### config.mk
export PLATFORM = sky130hd
export DESIGN_NAME = alu_seq
export DESIGN_NICKNAME = d
export VERILOG_FILES = /design/src/rtl/alu_seq.sv
export SDC_FILE = /design/constraint.sdc
export NUM_CORES = 1
export LEC_CHECK = 0
export ABC_AREA = 1
export BUFFER_PORTS_ARGS = -buffer_cell sky130_fd_sc_hd__buf_2
export CAP_MARGIN = 20
export CORE_UTILIZATION = 43
export DETAILED_ROUTE_END_ITERATION = 10
export GPL_ROUTABILITY_DRIVEN = 0
export PLACE_DENSITY = 0.78
export SYNTH_ARGS = -nofsm -noshare
export SYNTH_HDL_FRONTEND = slang
export SYNTH_SLANG_ARGS = --single-unit
### constraint.sdc
create_clock -name clk -period 1.33 [get_ports clk]
set_clock_uncertainty 0.15 [all_clocks]
set_input_delay 0.266 -clock clk [delete_from_list [all_inputs] [get_ports clk]]
set_output_delay 0.266 -clock clk [all_outputs]
set_load 0.02 [all_outputs]
### src/rtl/alu_seq.sv
// Multi-word sequencer for a shared external ALU: accepts a command, streams
// operand pairs LS word first, chains carry/borrow across words, returns results.
module alu_seq #(
  parameter int unsigned WIDTH   = 8,
  parameter int unsigned SEL_W   = 3,
  parameter int unsigned ALU_LAT = 0
) (
  input  logic             clk,
  input  logic             rst,
  input  logic             cmd_valid,
  output logic             cmd_ready,
  input  logic [SEL_W-1:0] cmd_op,
  input  logic [1:0]       cmd_len,
  input  logic             cmd_cin,
  input  logic             in_valid,
  output logic             in_ready,
  input  logic [WIDTH-1:0] in_a,
  input  logic [WIDTH-1:0] in_w,
  output logic             out_valid,
  input  logic             out_ready,
  output logic [WIDTH-1:0] out_data,
  output logic             out_last,
  output logic [WIDTH-1:0] alu_a,
  output logic [WIDTH-1:0] alu_w,
  output logic             alu_cin,
  output logic [SEL_W-1:0] alu_s,
  input  logic [WIDTH-1:0] alu_d,
  input  logic             alu_cout,
  output logic             busy,
  output logic             done,
  output logic             carry_flag
);

  localparam int unsigned LAT_W = 3;
  localparam logic [LAT_W-1:0] LAT_LAST = LAT_W'(ALU_LAT);
  localparam logic [SEL_W-1:0] OP_ADD = SEL_W'(0);
  localparam logic [SEL_W-1:0] OP_SUB = SEL_W'(1);
  localparam logic [SEL_W-1:0] OP_ADC = SEL_W'(4);
  localparam logic [SEL_W-1:0] OP_SBB = SEL_W'(5);

  typedef enum logic [1:0] {
    S_IDLE = 2'd0,
    S_LOAD = 2'd1,
    S_EXEC = 2'd2,
    S_OUT  = 2'd3
  } state_t;

  state_t           state_q;
  state_t           state_d;

  logic [SEL_W-1:0] op_q;
  logic [1:0]       len_q;
  logic             cin_q;
  logic [1:0]       word_q;
  logic [LAT_W-1:0] lat_q;
  logic             carry_q;

  logic             cmd_fire;
  logic             in_fire;
  logic             exec_end;
  logic             out_fire;
  logic             is_last;
  logic [SEL_W-1:0] alu_s_d;
  logic             alu_cin_d;

  // State register
  always_ff @(posedge clk) begin
    if (rst) begin
      state_q <= S_IDLE;
    end else begin
      state_q <= state_d;
    end
  end

  // Next state, handshake strobes and per-word ALU select/carry
  always_comb begin
    state_d   = state_q;
    cmd_fire  = 1'b0;
    in_fire   = 1'b0;
    exec_end  = 1'b0;
    out_fire  = 1'b0;
    is_last   = (word_q == len_q);
    alu_s_d   = op_q;
    alu_cin_d = cin_q;

    // Upper words of an add/subtract chain the previous word's carry/borrow
    if (word_q != 2'd0) begin
      if (op_q == OP_ADD || op_q == OP_ADC) begin
        alu_s_d   = OP_ADC;
        alu_cin_d = carry_q;
      end else if (op_q == OP_SUB || op_q == OP_SBB) begin
        alu_s_d   = OP_SBB;
        alu_cin_d = carry_q;
      end
    end

    case (state_q)
      S_IDLE: begin
        if (cmd_valid) begin
          cmd_fire = 1'b1;
          state_d  = S_LOAD;
        end
      end
      S_LOAD: begin
        if (in_valid) begin
          in_fire = 1'b1;
          state_d = S_EXEC;
        end
      end
      S_EXEC: begin
        if (lat_q == LAT_LAST) begin
          exec_end = 1'b1;
          state_d  = S_OUT;
        end
      end
      S_OUT: begin
        if (out_ready) begin
          out_fire = 1'b1;
          state_d  = is_last ? S_IDLE : S_LOAD;
        end
      end
      default: state_d = S_IDLE;
    endcase
  end

  // Datapath and registered outputs
  always_ff @(posedge clk) begin
    if (rst) begin
      op_q       <= '0;
      len_q      <= '0;
      cin_q      <= 1'b0;
      word_q     <= '0;
      lat_q      <= '0;
      carry_q    <= 1'b0;
      cmd_ready  <= 1'b1;
      in_ready   <= 1'b0;
      out_valid  <= 1'b0;
      out_data   <= '0;
      out_last   <= 1'b0;
      alu_a      <= '0;
      alu_w      <= '0;
      alu_cin    <= 1'b0;
      alu_s      <= '0;
      busy       <= 1'b0;
      done       <= 1'b0;
      carry_flag <= 1'b0;
    end else begin
      cmd_ready <= (state_d == S_IDLE);
      in_ready  <= (state_d == S_LOAD);
      out_valid <= (state_d == S_OUT);
      busy      <= (state_d != S_IDLE);
      done      <= 1'b0;

      if (cmd_fire) begin
        op_q   <= cmd_op;
        len_q  <= cmd_len;
        cin_q  <= cmd_cin;
        word_q <= '0;
      end

      if (in_fire) begin
        alu_a   <= in_a;
        alu_w   <= in_w;
        alu_s   <= alu_s_d;
        alu_cin <= alu_cin_d;
        lat_q   <= '0;
      end else if (state_q == S_EXEC) begin
        lat_q <= lat_q + LAT_W'(1);
      end

      if (exec_end) begin
        out_data <= alu_d;
        out_last <= is_last;
        carry_q  <= alu_cout;
      end

      if (out_fire) begin
        if (is_last) begin
          done       <= 1'b1;
          carry_flag <= carry_q;
        end else begin
          word_q <= word_q + 2'd1;
        end
      end
    end
  end

endmodule

* Word-level counts from Yosys, hierarchy flattened
Cells that the tools add are included.
Storage, ports and cells: word-level logic and storage cells 66, register bits 49
Operators by class: bitwise logic cells 1, multiplexer cells 24, equality and inequality tests 9, reduce and logical (&&, ||, !) cells 11, add/subtract/negate cells 2
Operators with widths (number):
- 2-bit two-way mux | 7
- 1-bit two-way mux | 13
- 3-bit two-way mux | 3
- 2-bit one-hot mux with 4 select lines | 1
- 2-bit equality test, second input constant | 3
- 3-bit equality test, second input constant | 2
- 3-bit zero test | 2
- 2-bit by 1-bit equality test with 1-bit output, second input constant | 2
- 2-bit zero test | 2
- 2-bit nonzero test | 2
- 2-bit OR reduction | 2
- 3-bit by 1-bit adder with 3-bit output, second input constant | 1
- 3-bit by 1-bit equality test with 1-bit output, second input constant | 1
- 2-bit by 1-bit adder with 2-bit output, second input constant | 1
- 2-bit equality test | 1
- 1-bit logical OR | 2
- 2-bit AND reduction | 1
- 1-bit NOT | 1

* Logic depth before layout (Yosys ltp)
depth after elaboration 5, mapped depth 10

* Worst setup path after synthesis
Ideal clock, no wire load.
kind register to register, from reg lat_q[0], to reg busy, period minus slack after synthesis 1317 ps, arrival time 1054 ps, stages on the path, launching flop included 11, setup slack 13 ps, data required time 1067 ps, cell sequence dfxtp_1 > inv_1 > ha_1 > inv_1 > nor2_1 > nand2_2 > nand2_1 > nor2_2 > nand2_1 > nand2_2 > nand2_2
Between the ends: cells in the longest elaborated chain, start to end 4
Ends and longest elaborated chain:
- from (decl) | line 55 | logic [LAT_W-1:0] lat_q;
- from (signal assigned) | line 168 | lat_q <= lat_q + LAT_W'(1);
- 3-bit zero test | line 111 | if (lat_q == LAT_LAST) begin
- 2-bit two-way mux | line 111
- 2-bit one-hot mux with 4 select lines | line 97 | case (state_q)
- 2-bit nonzero test | line 151 | busy <= (state_d != S_IDLE);
- to (signal assigned) | line 151
- to (decl) | line 29 | output logic busy,
No other way between the ends. A chain may end at the register's enable or synchronous reset.

* Worst setup path after layout
from reg lat_q[0], to reg lat_q[0]
Between the ends: cells in the longest elaborated chain, start to end 1
Ends and longest elaborated chain (line):
- 3-bit by 1-bit adder with 3-bit output | 168
No other way between the ends.

==> run metrics <==
Mapped Nets=284; Die ar.=4620 sq um; CTS buffer count=5; Ys Warns=0; H-tree levels=2; drt pass-1 iters=4; most common cell in the netlist=nand2_1; Total Routing Usage GR=0.200; I/O Buffers=70; leakage=1.24 nW; Post-Synth Adder-Cell Area=0.0201; PnR Total Power=0.00303 W; max-cap check violation count=0; initial drt markers=58; via count=1835; root buffer cell=clkbuf_8; I/O pin cnt=71; post-synthesis mux area share=0; RSZ-0062 raised after global routing=yes; crit-path cells=inv_2, buf_4, buf_4, buf_4, buf_4, buf_4, nand2_2, a21oi_2; FF-to-FF path depth=8; Pwr Density=1190 nW/um^2; fin crit share=1.03; Area Overhead vs Synth=36.7%; drc violations=0; Worst Hold Class=input port to flop; Worst VDD drop=0.000593 V; Final Hold Slack=0.0482 ns; grt ovf=0; Main synth FF type=dfxtp_1; largest net degree at the start of global routing=23; first-pass GRT wire length=6800 um; later-pin clock latency in the skew report=0.30 ns; row cnt=23; max frequency=0.731 GHz; CP Capture Type=flop; starting density of the core=0.458; Worst EP required=1.38 ns; complex-gate fraction of the synthesized area=0.127; CTS tree=done; Cells after Synth=245; post-synth cell types=23; fin crit period=1.37 ns; CTS Sinks=49; Die Y=68.0 um; initial antenna violation count=0; final setup vio count=9; final worst slack=-0.0387 ns; Min-Delay Path Depth=3; Worst path top cell family by delay=buffers and inverters; mean area per synthesized cell=7.63 sq um; Final Hold Violating Endpoints=0; failing checks=setup timing; Finished Cell Area=2560 sq um; worst-margin pin slew=0.232 ns; combinational family with the most area after synthesis=simple AND/OR/NAND/NOR gates; CP Class=flop to flop; vias per cell=4.78; crit start category=flop; simple-gate portion of the synthesized area=0.251; Diodes inserted=0; chip width=68.0 um; hold-fix buffer count after cts=0; EDFF count, synth=0; status=finished with violations; commonest cells in the netlist=nand2_1, dfxtp_1, nor2_1, a21oi_1, o21ai_0; post-synth top area cell=dfxtp_1; cell area after synthesis=1870 sq um; WP buf/inv=6; FFs w/ async S/R, synth=0; vias in the first global route=1572; sequential share of the synthesized area=0.524; top cells by area, synth=dfxtp_1, nand2_1, nor2_1; Routed WL=4510 um; clk buf depth=2; Seq cells post-synth=49; crit-path max FO=2; cell count along the critical path=8; arrival time of the worst setup path=1.42 ns; Setup TNS=-0.116 ns; Util after Layout=0.626; CP dominant cell by count=buf_4; share of layout cells above drive strength 1=0.398; Crit path largest cell delay=0.35 ns; relative slew slack=0.845; core area=4090 sq um; Nets=373; Slowest-stage cell, CP=dfxtp_2; post-synthesis xor/xnor area fraction=0; Post-DP Area=2340 sq um; post-synth top area share=0.524; DP HPWL=3080 um; antenna-violating nets left=0; CTS clk-pin slew, worst paths=0.09 ns; Max Transition Viols Final=0; WL per Instance=11.8 um
## worst register-to-register path, stage by stage (launching register included)
cell	delay (ns)
dfxtp_2	0.35
inv_2	0.05
buf_4	0.13
buf_4	0.12
buf_4	0.12
buf_4	0.12
buf_4	0.12
nand2_2	0.06
a21oi_2	0.05
## state kept, by name (all words and copies together) (netlist names)
signal / flops
out_valid: 1
busy: 1
alu_w: 8
done: 1
alu_cin: 1
cin_q: 1
state_q: 2
out_last: 1
alu_a: 8
len_q: 2
op_q: 3
alu_s: 3
carry_q: 1
out_data: 8
lat_q: 3
cmd_ready: 1
word_q: 2
in_ready: 1
carry_flag: 1
## final cells by class
| cell class | instances | area [sq um] |
|---|---|---|
| tap | 50 | 62.6 |
| timing repair buffer | 90 | 520 |
| clock inverter | 1 | 8.76 |
| multi-input combinational | 165 | 813 |
| inverter | 23 | 91.3 |
| fill | 387 | 1530 |
| clock buffer | 6 | 72.6 |
| sequential | 49 | 988 |
## per-stage QoR
step | instances | setup WS [ns]
3_5_place_dp | 370 | -0.0449
3_3_place_gp | 370 | -0.00289
2_1_floorplan | 245 | 0.0130
4_1_cts | 383 | -0.0233
6_report | 384 | -0.0387
5_1_grt | 384 | -0.0884
## timing repair
item	4_1_cts	5_1_grt
pin swaps	7	11
resized for setup	18	21
endpoints found under the setup margin	13	38
setup buffers	6	1
## layer usage
layer	vias up	track usage	share of wire
met5	-	0	0
met4	0	0.0938	0.019
met3	9	0.0350	0.028
li1	948	-	-
met1	845	0.240	0.45
met2	33	0.343	0.50
## final timing paths
path | slack, ns | start | end
min reg2reg | 0.31 | op_q[0] | alu_s[0]
min | 0.05 | alu_d[1] | out_data[1]
max reg2reg | -0.04 | lat_q[0] | lat_q[0]
max | -0.04 | lat_q[0] | lat_q[0]
## cells by family (layout without fill, tap and decap cells)
group                      after synthesis  in the layout
buffers and inverters                   31            120
adders and majority gates                3              3
and+or+nand+nor                        115            115
DFF                                     49             49
AOI/OAI and AO/OA                       47             47
## power by group
group / internal [W] / switching (W)
Clock: 0.000365 / 0.000480
Sequential: 0.00156 / 0.0000467
Combinational: 0.000230 / 0.000347
## placed cells by master (no fill, tap or decap), types with 2 or more instances in the layout
master,netlist,final
dfxtp_2,0,6
buf_2,1,70
nand2_4,1,2
o21ai_1,2,7
nand2_1,63,59
nand3_1,4,4
o21ai_2,0,4
inv_1,18,14
nand2_2,4,7
nor2_2,2,3
inv_2,4,8
a21oi_1,25,24
nor2_4,0,2
buf_4,1,17
buf_6,1,2
clkbuf_8,0,5
dfxtp_1,49,43
nor2_1,38,35
o21ai_0,19,10
ha_1,3,2
No activity file was read; power rests on OpenSTA's default activity.
